$ cat src/rtl/fp_wb_arbiter.sv
// Generic circular-buffer FIFO used for the per-source result queues.
// Latency: a push at edge T is visible on dout in cycle T+1 (registered storage, combinational head).
// Backpressure: none internally; the caller only pushes when not full and only pops when not empty.
module fp_wb_fifo #(
    parameter int W     = 8,
    parameter int DEPTH = 2,
    parameter int CW    = $clog2(DEPTH + 1)
) (
    input  logic          clk,
    input  logic          reset,
    input  logic          flush,
    input  logic          push,
    input  logic          pop,
    input  logic [W-1:0]  din,
    output logic [W-1:0]  dout,
    output logic [CW-1:0] count
);
    localparam int PW = $clog2(DEPTH);

    logic [W-1:0]  mem [DEPTH];
    logic [PW-1:0] rptr;
    logic [PW-1:0] wptr;

    assign dout = mem[rptr];

    // Pointers and occupancy; flush and reset both empty the queue.
    // DEPTH is a power of two, so the pointers wrap naturally.
    always_ff @(posedge clk) begin
        if (reset || flush) begin
            rptr  <= '0;
            wptr  <= '0;
            count <= '0;
        end else begin
            if (push) wptr <= wptr + PW'(1);
            if (pop)  rptr <= rptr + PW'(1);
            if (push && !pop)
                count <= count + CW'(1);
            else if (pop && !push)
                count <= count - CW'(1);
        end
    end

    // Storage array; contents are don't-care while empty, so no reset.
    always_ff @(posedge clk) begin
        if (push && !reset && !flush)
            mem[wptr] <= din;
    end
endmodule

// FP writeback completion arbiter: per-source result FIFOs, round-robin grant onto the single FP writeback port.
// Latency: a result accepted at edge T can be written back in cycle T+1 (registered FIFO, combinational read-out).
// Backpressure: src_ready drops while a FIFO is full (no same-cycle pop bypass); wb_stall holds all pops.
module fp_wb_arbiter #(
    parameter int NUM_SRC    = 3,
    parameter int DEPTH      = 2,
    parameter int XLEN       = 32,
    parameter int total_regs = 32,
    parameter int AW         = $clog2(total_regs),
    parameter int SW         = $clog2(NUM_SRC)
) (
    input  logic                    clk,
    input  logic                    reset,
    input  logic                    flush,
    input  logic                    wb_stall,
    input  logic                    fflags_clr,
    input  logic [NUM_SRC-1:0]      src_valid,
    output logic [NUM_SRC-1:0]      src_ready,
    input  logic [NUM_SRC*AW-1:0]   src_rd,
    input  logic [NUM_SRC*XLEN-1:0] src_data,
    input  logic [NUM_SRC*5-1:0]    src_fflags,
    output logic                    FP_reg_write_wb,
    output logic [AW-1:0]           waddr_wb,
    output logic [XLEN-1:0]         wdata_wb,
    output logic [4:0]              fflags_wb,
    output logic [4:0]              fflags_acc,
    output logic [SW-1:0]           wb_src,
    output logic                    pending
);
    localparam int CW = $clog2(DEPTH + 1);

    typedef struct packed {
        logic [AW-1:0]   rd;
        logic [XLEN-1:0] data;
        logic [4:0]      fflags;
    } entry_t;

    entry_t             head [NUM_SRC];
    entry_t             din  [NUM_SRC];
    logic [CW-1:0]      cnt  [NUM_SRC];
    logic [NUM_SRC-1:0] nonempty;
    logic [NUM_SRC-1:0] push;
    logic [NUM_SRC-1:0] pop;

    logic [SW-1:0]      rr;
    logic [SW-1:0]      gidx;
    logic               found;
    logic               grant;
    entry_t             gh;

    for (genvar k = 0; k < NUM_SRC; k++) begin : g_src
        assign src_ready[k] = (cnt[k] < CW'(DEPTH)) && !reset && !flush;
        assign push[k]      = src_valid[k] && src_ready[k];
        assign pop[k]       = grant && (gidx == SW'(k));
        assign nonempty[k]  = (cnt[k] != '0);

        assign din[k].rd     = src_rd[k*AW +: AW];
        assign din[k].data   = src_data[k*XLEN +: XLEN];
        assign din[k].fflags = src_fflags[k*5 +: 5];

        fp_wb_fifo #(
            .W     ($bits(entry_t)),
            .DEPTH (DEPTH),
            .CW    (CW)
        ) u_fifo (
            .clk   (clk),
            .reset (reset),
            .flush (flush),
            .push  (push[k]),
            .pop   (pop[k]),
            .din   (din[k]),
            .dout  (head[k]),
            .count (cnt[k])
        );
    end

    // Round-robin search over non-empty heads, starting at rr and wrapping.
    always_comb begin
        int idx;
        idx   = 0;
        gidx  = '0;
        found = 1'b0;
        for (int i = 0; i < NUM_SRC; i++) begin
            idx = int'(rr) + i;
            if (idx >= NUM_SRC) idx = idx - NUM_SRC;
            if (!found && nonempty[idx]) begin
                found = 1'b1;
                gidx  = SW'(idx);
            end
        end
    end

    assign grant = found && !wb_stall && !flush && !reset;
    assign gh    = head[gidx];

    assign FP_reg_write_wb = grant;
    assign waddr_wb        = grant ? gh.rd     : '0;
    assign wdata_wb        = grant ? gh.data   : '0;
    assign fflags_wb       = grant ? gh.fflags : '0;
    assign wb_src          = grant ? gidx      : '0;
    assign pending         = |nonempty;

    // Priority pointer moves past the granted source; sticky flags collect every written result.
    always_ff @(posedge clk) begin
        if (reset) begin
            rr         <= '0;
            fflags_acc <= '0;
        end else begin
            if (flush)
                rr <= '0;
            else if (grant)
                rr <= (gidx == SW'(NUM_SRC - 1)) ? '0 : gidx + SW'(1);
            fflags_acc <= (fflags_clr ? 5'b0 : fflags_acc) | fflags_wb;
        end
    end
endmodule
$ cat config.mk
export PLATFORM = sky130hd
export DESIGN_NAME = fp_wb_arbiter
export DESIGN_NICKNAME = d
export VERILOG_FILES = /design/src/rtl/fp_wb_arbiter.sv
export SDC_FILE = /design/constraint.sdc
export NUM_CORES = 1
export LEC_CHECK = 0
export ABC_AREA = 1
export BUFFER_PORTS_ARGS = -buffer_cell sky130_fd_sc_hd__buf_4
export CAP_MARGIN = 10
export CORE_MARGIN = 3
export CORE_UTILIZATION = 40
export DETAILED_ROUTE_END_ITERATION = 6
export GPL_TIMING_DRIVEN = 0
export PLACE_DENSITY = 0.6
export SLEW_MARGIN = 20
export SYNTH_ARGS = -nofsm -noshare
export SYNTH_HDL_FRONTEND = slang
export SYNTH_SLANG_ARGS = --single-unit
$ cat constraint.sdc
create_clock -name clk -period 3.7 [get_ports clk]
set_input_delay 0.185 -clock clk [delete_from_list [all_inputs] [get_ports clk]]
set_output_delay 0.185 -clock clk [all_outputs]
set_load 0.02 [all_outputs]
==> flow_summary.ini, run 1 <==
[run_status]
outcome = complete, no violations

[global_route]
grt_pass1_wl_um = 41390
grt_use_total_pct = 17.26
antenna_found_initial = 0
overflow = 0
grt_pass1_vias = 7662
grt_max_degree = 25

[clock_tree]
clockBufferDepth = 3
h-tree-depth = 1
clock_sinks = 274
root_buffer = clkbuf_16
clk_latency_ps = 550
numCtsBuffers = 29
cts_tree = built
clkTransAtPathRegs_ps = 60

[critical_path]
critPathBufInv = 5
setup.worst_path.start_class = register
reg2reg_to = fflags_acc[2]
crit_required_ps = 3510
path_delay_family = simple AND/OR/NAND/NOR gates
cp_max_fo = 10
worstRegToRegCells = 16
slowest_delay_ps = 340
arrival_ps = 3180
crit_type = register to output pin
rr_startpoint = rr[0]
path_cells = inv_1 -> ha_1 -> inv_1 -> nand2_1 -> nand3_1 -> nand2_2 -> nor2_4 -> nand2_1 -> nand3_2 -> nand2_4 -> nand2_4 -> buf_4 -> nor2_1 -> nor2_1 -> nand2_1 -> inv_1 -> buf_4
critPathSlowestCell = ha_1
regToRegSetupSlack_ps = 670
end_kind = output pin

[pwr]
pwr-share-comb_pct = 8.1
power_frac_clock_pct = 42.6
vdd_drop_max_v = 0.0004253
p_sw_mw = 1.473
seqPwrFrac_pct = 49.3
p_leak_nw = 6.216
pwr_density_cell_nw_per_um2 = 440.0
p_sw_share_pct = 21.07
intPower_mw = 5.519
power_mw = 6.992

[floorplan]
initial_core_util_pct = 40.86
rows = 61
die_area_um2 = 30600
core_area_um2 = 27930
die_x_um = 174.9
die_h_um = 174.9
ios = 188

[drt]
viasPerCell = 4.617
drc = 0
vias = 7405
totalWireLength_um = 26610
drtAntennaViolNets = 0
wl_per_cell_um = 16.59
firstDrtPassIters = 4
drt-initial-drc-count = 397

[finish]
final_common_cell = edfxtp_1
num-nets-final = 1343
syn2layout_area_growth_pct = 39.23
n_antenna_cell = 0
final_cell_mix = edfxtp_1, buf_4, nor2_1, dlygate4sd3_1, nand2_1
final_layout_size_suffix_gt1_share_pct = 29.93
finalCoreUtilization_pct = 56.89

[timing]
max-slew-margin-rel_pct = 47.11
hold_viol_final = 0
skew_ps = 11.75
drv_slew = 0
setup_ws_ps = 334.7
fmax_mhz = 297.1
fin_crit_sh_pct = 90.96
tns_ps = 0
rsz0062_at_grt = no
period_needed_ps = 3365
worst_pin_slew_ps = 793.3
setup_viol = 0

[flow_run]
max_cap_violations = 0

[place]
dp_hpwl_um = 18320
place_congestion = 0.7863
numPortBuffers = 187
post-place-ws_ps = 827.9

[synthesis]
synth_seq_cells = 274
synth_warnings = 0
synth.distinct_cells = 30
synth.avg_cell_area_um2 = 13.51
ys_seq_area_share_pct = 70.16
syn_inst = 845
synth_nets = 985
synth_area_um2 = 11410

[min_path]
whs_endpoint = g_src[1].u_fifo.wptr
min_path_cells = 3
hold_path.class = input port to register
hp-start = src_valid[1]
-- kinds of logic after synthesis --
family | Yosys count | synth area share (%)
xor gates and xnor gates | 3 | 0.2303
muxes | 126 | 11.86
DFF | 274 | 70.16
adders and majority gates | 6 | 0.6577
AOI/OAI and AO/OA | 70 | 3.168
buffers and inverters | 98 | 3.914
and+or+nand+nor | 268 | 10.01
-- power groups by stage --
stage / combinational [mW] / sequential (mW) / clock, mW
after floorplan: 0.208 / 3.52 / 0
after global placement: 0.428 / 3.52 / 0
after detailed placement: 0.454 / 3.52 / 0
after CTS: 0.569 / 3.45 / 3.05
after global routing: 0.618 / 3.45 / 3.17
final: 0.563 / 3.45 / 2.98
-- worst reg2reg max path, delay by kind of cell, from the launching register on --
| kind | cells | cell delay [ps] |
|---|---|---|
| buffers and inverters | 5 | 1140 |
| AO/OA/AOI/OAI | 1 | 70 |
| adder cells (fa/ha/maj) | 1 | 340 |
| AND/OR/NAND/NOR | 9 | 1040 |
| flip-flops | 1 | 330 |
-- stage by stage --
stage          instances  cell area, um^2  hold WS, ps
2_1_floorplan        845            11410        254.1
3_3_place_gp        1410            13290        370.3
3_5_place_dp        1420            13600        372.4
4_1_cts             1604            15890        77.14
5_1_grt             1604            15890        111.0
6_report            1604            15890        100.0
-- area by class of cell --
| class | instances | area [um^2] |
|---|---|---|
| Fill cell | 2336 | 12040 |
| Sequential cell | 274 | 8008 |
| Multi-Input combinational cell | 473 | 3004 |
| Timing Repair Buffer | 327 | 2965 |
| Clock buffer | 30 | 729.5 |
| Tap cell | 378 | 473.0 |
| Inverter | 70 | 267.8 |
| Clock inverter | 24 | 265.3 |
| Buffer | 28 | 178.9 |
-- routing by layer --
layer  routed length (um)  vias to the layer above  global-route usage (%)  share of wire, %
met5                    0                        -                       0                 0
met3                 1140                       50                   2.673               4.3
met2                13170                      180                   30.16                49
met4                  654                        0                   4.721               2.5
met1                11650                     3492                   22.47                44
li1                     -                     3683                       -                 -
-- how the worst max path moves through the flow --
stage               start                         end  slack, ps  cells past startpoint
floorplan           reset   g_src[2].u_fifo.mem[0][0]        410                      5
global placement    reset  g_src[1].u_fifo.mem[1][38]      -1290                      6
detailed placement  rr[0]    g_src[0].u_fifo.count[1]        830                     17
CTS                 rr[0]                wdata_wb[26]        340                     17
global route        rr[0]                wdata_wb[10]         60                     17
finish              rr[0]                wdata_wb[10]        330                     17
-- flip-flops by register name (all words and copies together), names as in the netlist, named ones only --
signal and flops:
g_src.u_fifo.mem 252, fflags_acc 5, g_src.u_fifo.wptr 3, g_src.u_fifo.rptr 3
rr 2, g_src.u_fifo.count 6
-- cells in the mapped netlist (all sizes together) --
master | n | area (um^2)
a21oi | 17 | 85.08
buf | 18 | 141.4
clkbuf | 10 | 37.54
dfxtp | 22 | 440.4
edfxtp | 252 | 7567
ha | 6 | 75.07
inv | 70 | 267.8
mux2 | 74 | 833.3
mux2i | 52 | 520.5
nand2 | 104 | 459.2
nand3 | 17 | 107.6
nand3b | 1 | 7.510
nor2 | 146 | 568.0
o211ai | 1 | 7.510
o21a | 1 | 7.510
o21ai | 50 | 250.2
o21bai | 1 | 11.26
xor2 | 3 | 26.28
-- timing repair --
action                    4_1_cts  5_1_grt
hold endpoints to repair      266        0
setup buffers                   0        0
resized for setup               0        0
hold buffers                  130        0
Power figures use the tool's default switching activity.
==> run 2: changes to the inputs <==
--- a/config.mk
+++ b/config.mk
@@ -16,4 +16,5 @@
 export SLEW_MARGIN = 20
 export SYNTH_ARGS = -nofsm -noshare
 export SYNTH_HDL_FRONTEND = slang
+export SYNTH_HIERARCHICAL = 1
 export SYNTH_SLANG_ARGS = --single-unit
==> run 2 against run 1 <==
Cell area is 4.1% higher. Critical endpoint is now wdata_wb[24]. First-iteration DRC count is 9.1% higher. Register-to-register slack better by 220 ps. Sequential power is 1% lower. Core utilization is 0.16 points lower. Sequential share of layout area is 2.0 points lower.
==> flow_summary.ini, run 2 <==
[drt]
drt-initial-drc-count = 433
drtAntennaViolNets = 0
vias = 7538
drc = 0
firstDrtPassIters = 4
viasPerCell = 4.771
totalWireLength_um = 29420
wl_per_cell_um = 18.62

[clock_tree]
clk_latency_ps = 550
root_buffer = clkbuf_16
cts_tree = built
clockBufferDepth = 3
numCtsBuffers = 30
h-tree-depth = 1
clock_sinks = 274
clkTransAtPathRegs_ps = 60

[synthesis]
ys.flop_type = edfxtp_1
synth_edf_count = 252
syn_inst = 809
synth_warnings = 6
synth_nets = 949
synth_area_um2 = 12040
yosysMostFrequentCell = edfxtp_1
synth.distinct_cells = 32
ys_seq_area_share_pct = 66.49
yosys-top-cells-area = edfxtp_1, mux2_4, nand2_1
yosysTopAreaCell = edfxtp_1
synth_seq_cells = 274
synthArstFlopShare_pct = 0
synth.avg_cell_area_um2 = 14.89
netlist.area_leader.share_pct = 62.84
netlist_top_cells_count = edfxtp_1, nand2_1, mux2_4

[floorplan]
die_area_um2 = 32230
die_h_um = 179.5
core_area_um2 = 29170
ios = 188
die_x_um = 179.5
rows = 62
initial_core_util_pct = 41.29

[min_path]
hold_path.class = input port to register
hp-start = fflags_clr

[global_route]
grt_use_total_pct = 17.86
grt_pass1_wl_um = 44810
antenna_found_initial = 0
overflow = 0
grt_max_degree = 24
grt_pass1_vias = 7916

[critical_path]
slowest_delay_ps = 390
cp_max_fo = 10
crit_required_ps = 3510
cp-startpoint = rr[0]
path_cells = inv_1 -> ha_1 -> o21ai_0 -> nand2_2 -> nand3_2 -> inv_2 -> nor2_4 -> nand2_2 -> nor2_4 -> buf_6 -> nand2_1 -> nand3_1 -> buf_4
arrival_ps = 3280
end_kind = output pin
setup.worst_path.start_class = register
rr_startpoint = rr[0]
critPathSlowestCell = nor2_4
crit_type = register to output pin

[run_status]
outcome = complete, no violations

[pwr]
p_sw_mw = 1.375
p_sw_share_pct = 20.59
intPower_mw = 5.304
p_leak_nw = 6.556
pwr_density_cell_nw_per_um2 = 403.6
power_frac_clock_pct = 41.6
vdd_drop_max_v = 0.0003027
pwr-share-comb_pct = 7.3
seqPwrFrac_pct = 51.0

[finish]
syn2layout_area_growth_pct = 37.39
final_cell_mix = edfxtp_1, buf_4, nand2_1, dlygate4sd3_1, mux2_4
top_regs = g_src.u_fifo/mem: 252 flops, g_src.u_fifo/count: 6 flops, fflags_acc: 5 flops
num-nets-final = 1316
largest_reg_flops = 252
seqCellArea_um2 = 8008
regMostFlops = g_src.u_fifo/mem
multi_input_area_um2 = 3503
design_area_um2 = 16550
n_antenna_cell = 0
final_common_cell = edfxtp_1
final_layout_size_suffix_gt1_share_pct = 36.62
finalCoreUtilization_pct = 56.73
fill_cells = 2427

[timing]
skew_ps = 22.57
fmax_mhz = 288.5
fin_crit_sh_pct = 93.69
period_needed_ps = 3466
hold_viol_final = 0
worst_pin_slew_ps = 794.9
tns_ps = 0
setup_viol = 0
drv_slew = 0
max-slew-margin-rel_pct = 47.01
setup_ws_ps = 233.6

[place]
dpl_cell_area_um2 = 14270
numPortBuffers = 187
post-place-ws_ps = 435.9
dp_hpwl_um = 20300
place_congestion = 0.8118

[flow_run]
max_cap_violations = 0
==> run 2: changes by cell type in the layout (fill, tap and decap cells not counted), sizes merged, moves of 5 or more <==
cell    before  now
a21oi       17    9
a31oi        0    6
buf        215  230
bufinv       5    0
inv         71   60
mux2        74  126
mux2i       52    0
nand2      104  165
nand3       17   67
nand4        0   10
nor2       146   39
o21ai       50    5
==> run 2: cells by family (layout without fill, tap and decap cells) <==
family,Yosys count,after routing,share of synthesized area (%)
DFF,274,274,66.49
buffers and inverters,87,474,4.883
AOI/OAI and AO/OA,25,25,1.299
adders and majority gates,6,6,0.6234
and+or+nand+nor,288,288,10.96
xor gates and xnor gates,3,3,0.2182
muxes,126,126,15.52
==> run 2: per-layer routing <==
metal | GRT usage (%) | routed length, um | vias to the layer above
met2 | 30.57 | 14310 | 212
met5 | 0 | 0 | -
met4 | 5.136 | 824 | 0
li1 | - | - | 3624
met1 | 23.32 | 12870 | 3648
met3 | 3.375 | 1412 | 54
==> run 2: power groups by stage <==
stage / Combinational (mW) / Sequential, mW / Clock [mW]
finish: 0.489 / 3.41 / 2.78
global route: 0.531 / 3.41 / 2.97
CTS: 0.483 / 3.41 / 2.85
detailed placement: 0.372 / 3.47 / 0
global placement: 0.355 / 3.48 / 0
floorplan: 0.154 / 3.47 / 0
==> run 2: worst paths after layout <==
path	endpoint	slack (ps)	depth (start not counted)
setup / recovery	wdata_wb[24]	230	13
hold / removal	fflags_acc[1]	70	6
setup reg to reg	g_src[0].u_fifo/count[1]	890	17
hold reg to reg	g_src[0].u_fifo/wptr	470	2
==> run 2: through the flow <==
stage                     std cells  hold slack [ps]  total power [mW]
after floorplan                 809            254.1             3.629
after global placement         1380            370.3             3.830
after detailed placement       1395            372.6             3.846
after CTS                      1576            49.37             6.744
after global routing           1580            113.1             6.910
final                          1580            70.14             6.678
==> run 2: area by class of cell <==
cell class	count	share of cell area (%)
plain buffers	27	2.201
clock buffers	40	5.256
clock inverters	12	0.4159
inverters	60	1.361
multi-input cells	448	21.17
flip-flops and latches	274	48.40
well taps	384	2.904
repair buffers	335	18.29
==> run 2: worst max-delay path: cells and delay by family (launching register included) <==
kind / cells / cell delay (ps)
buffers and inverters: 4 / 510
AO/OA/AOI/OAI: 1 / 260
adder cells (fa/ha/maj): 1 / 370
flip-flops: 1 / 350
AND/OR/NAND/NOR: 7 / 1250
==> run 2: repair_timing <==
item                       4_1_cts  5_1_grt
setup endpoints to repair        0       13
hold buffers                   129        0
hold endpoints to repair       263        0
resized for setup                0        3
buffers inserted                 0        4
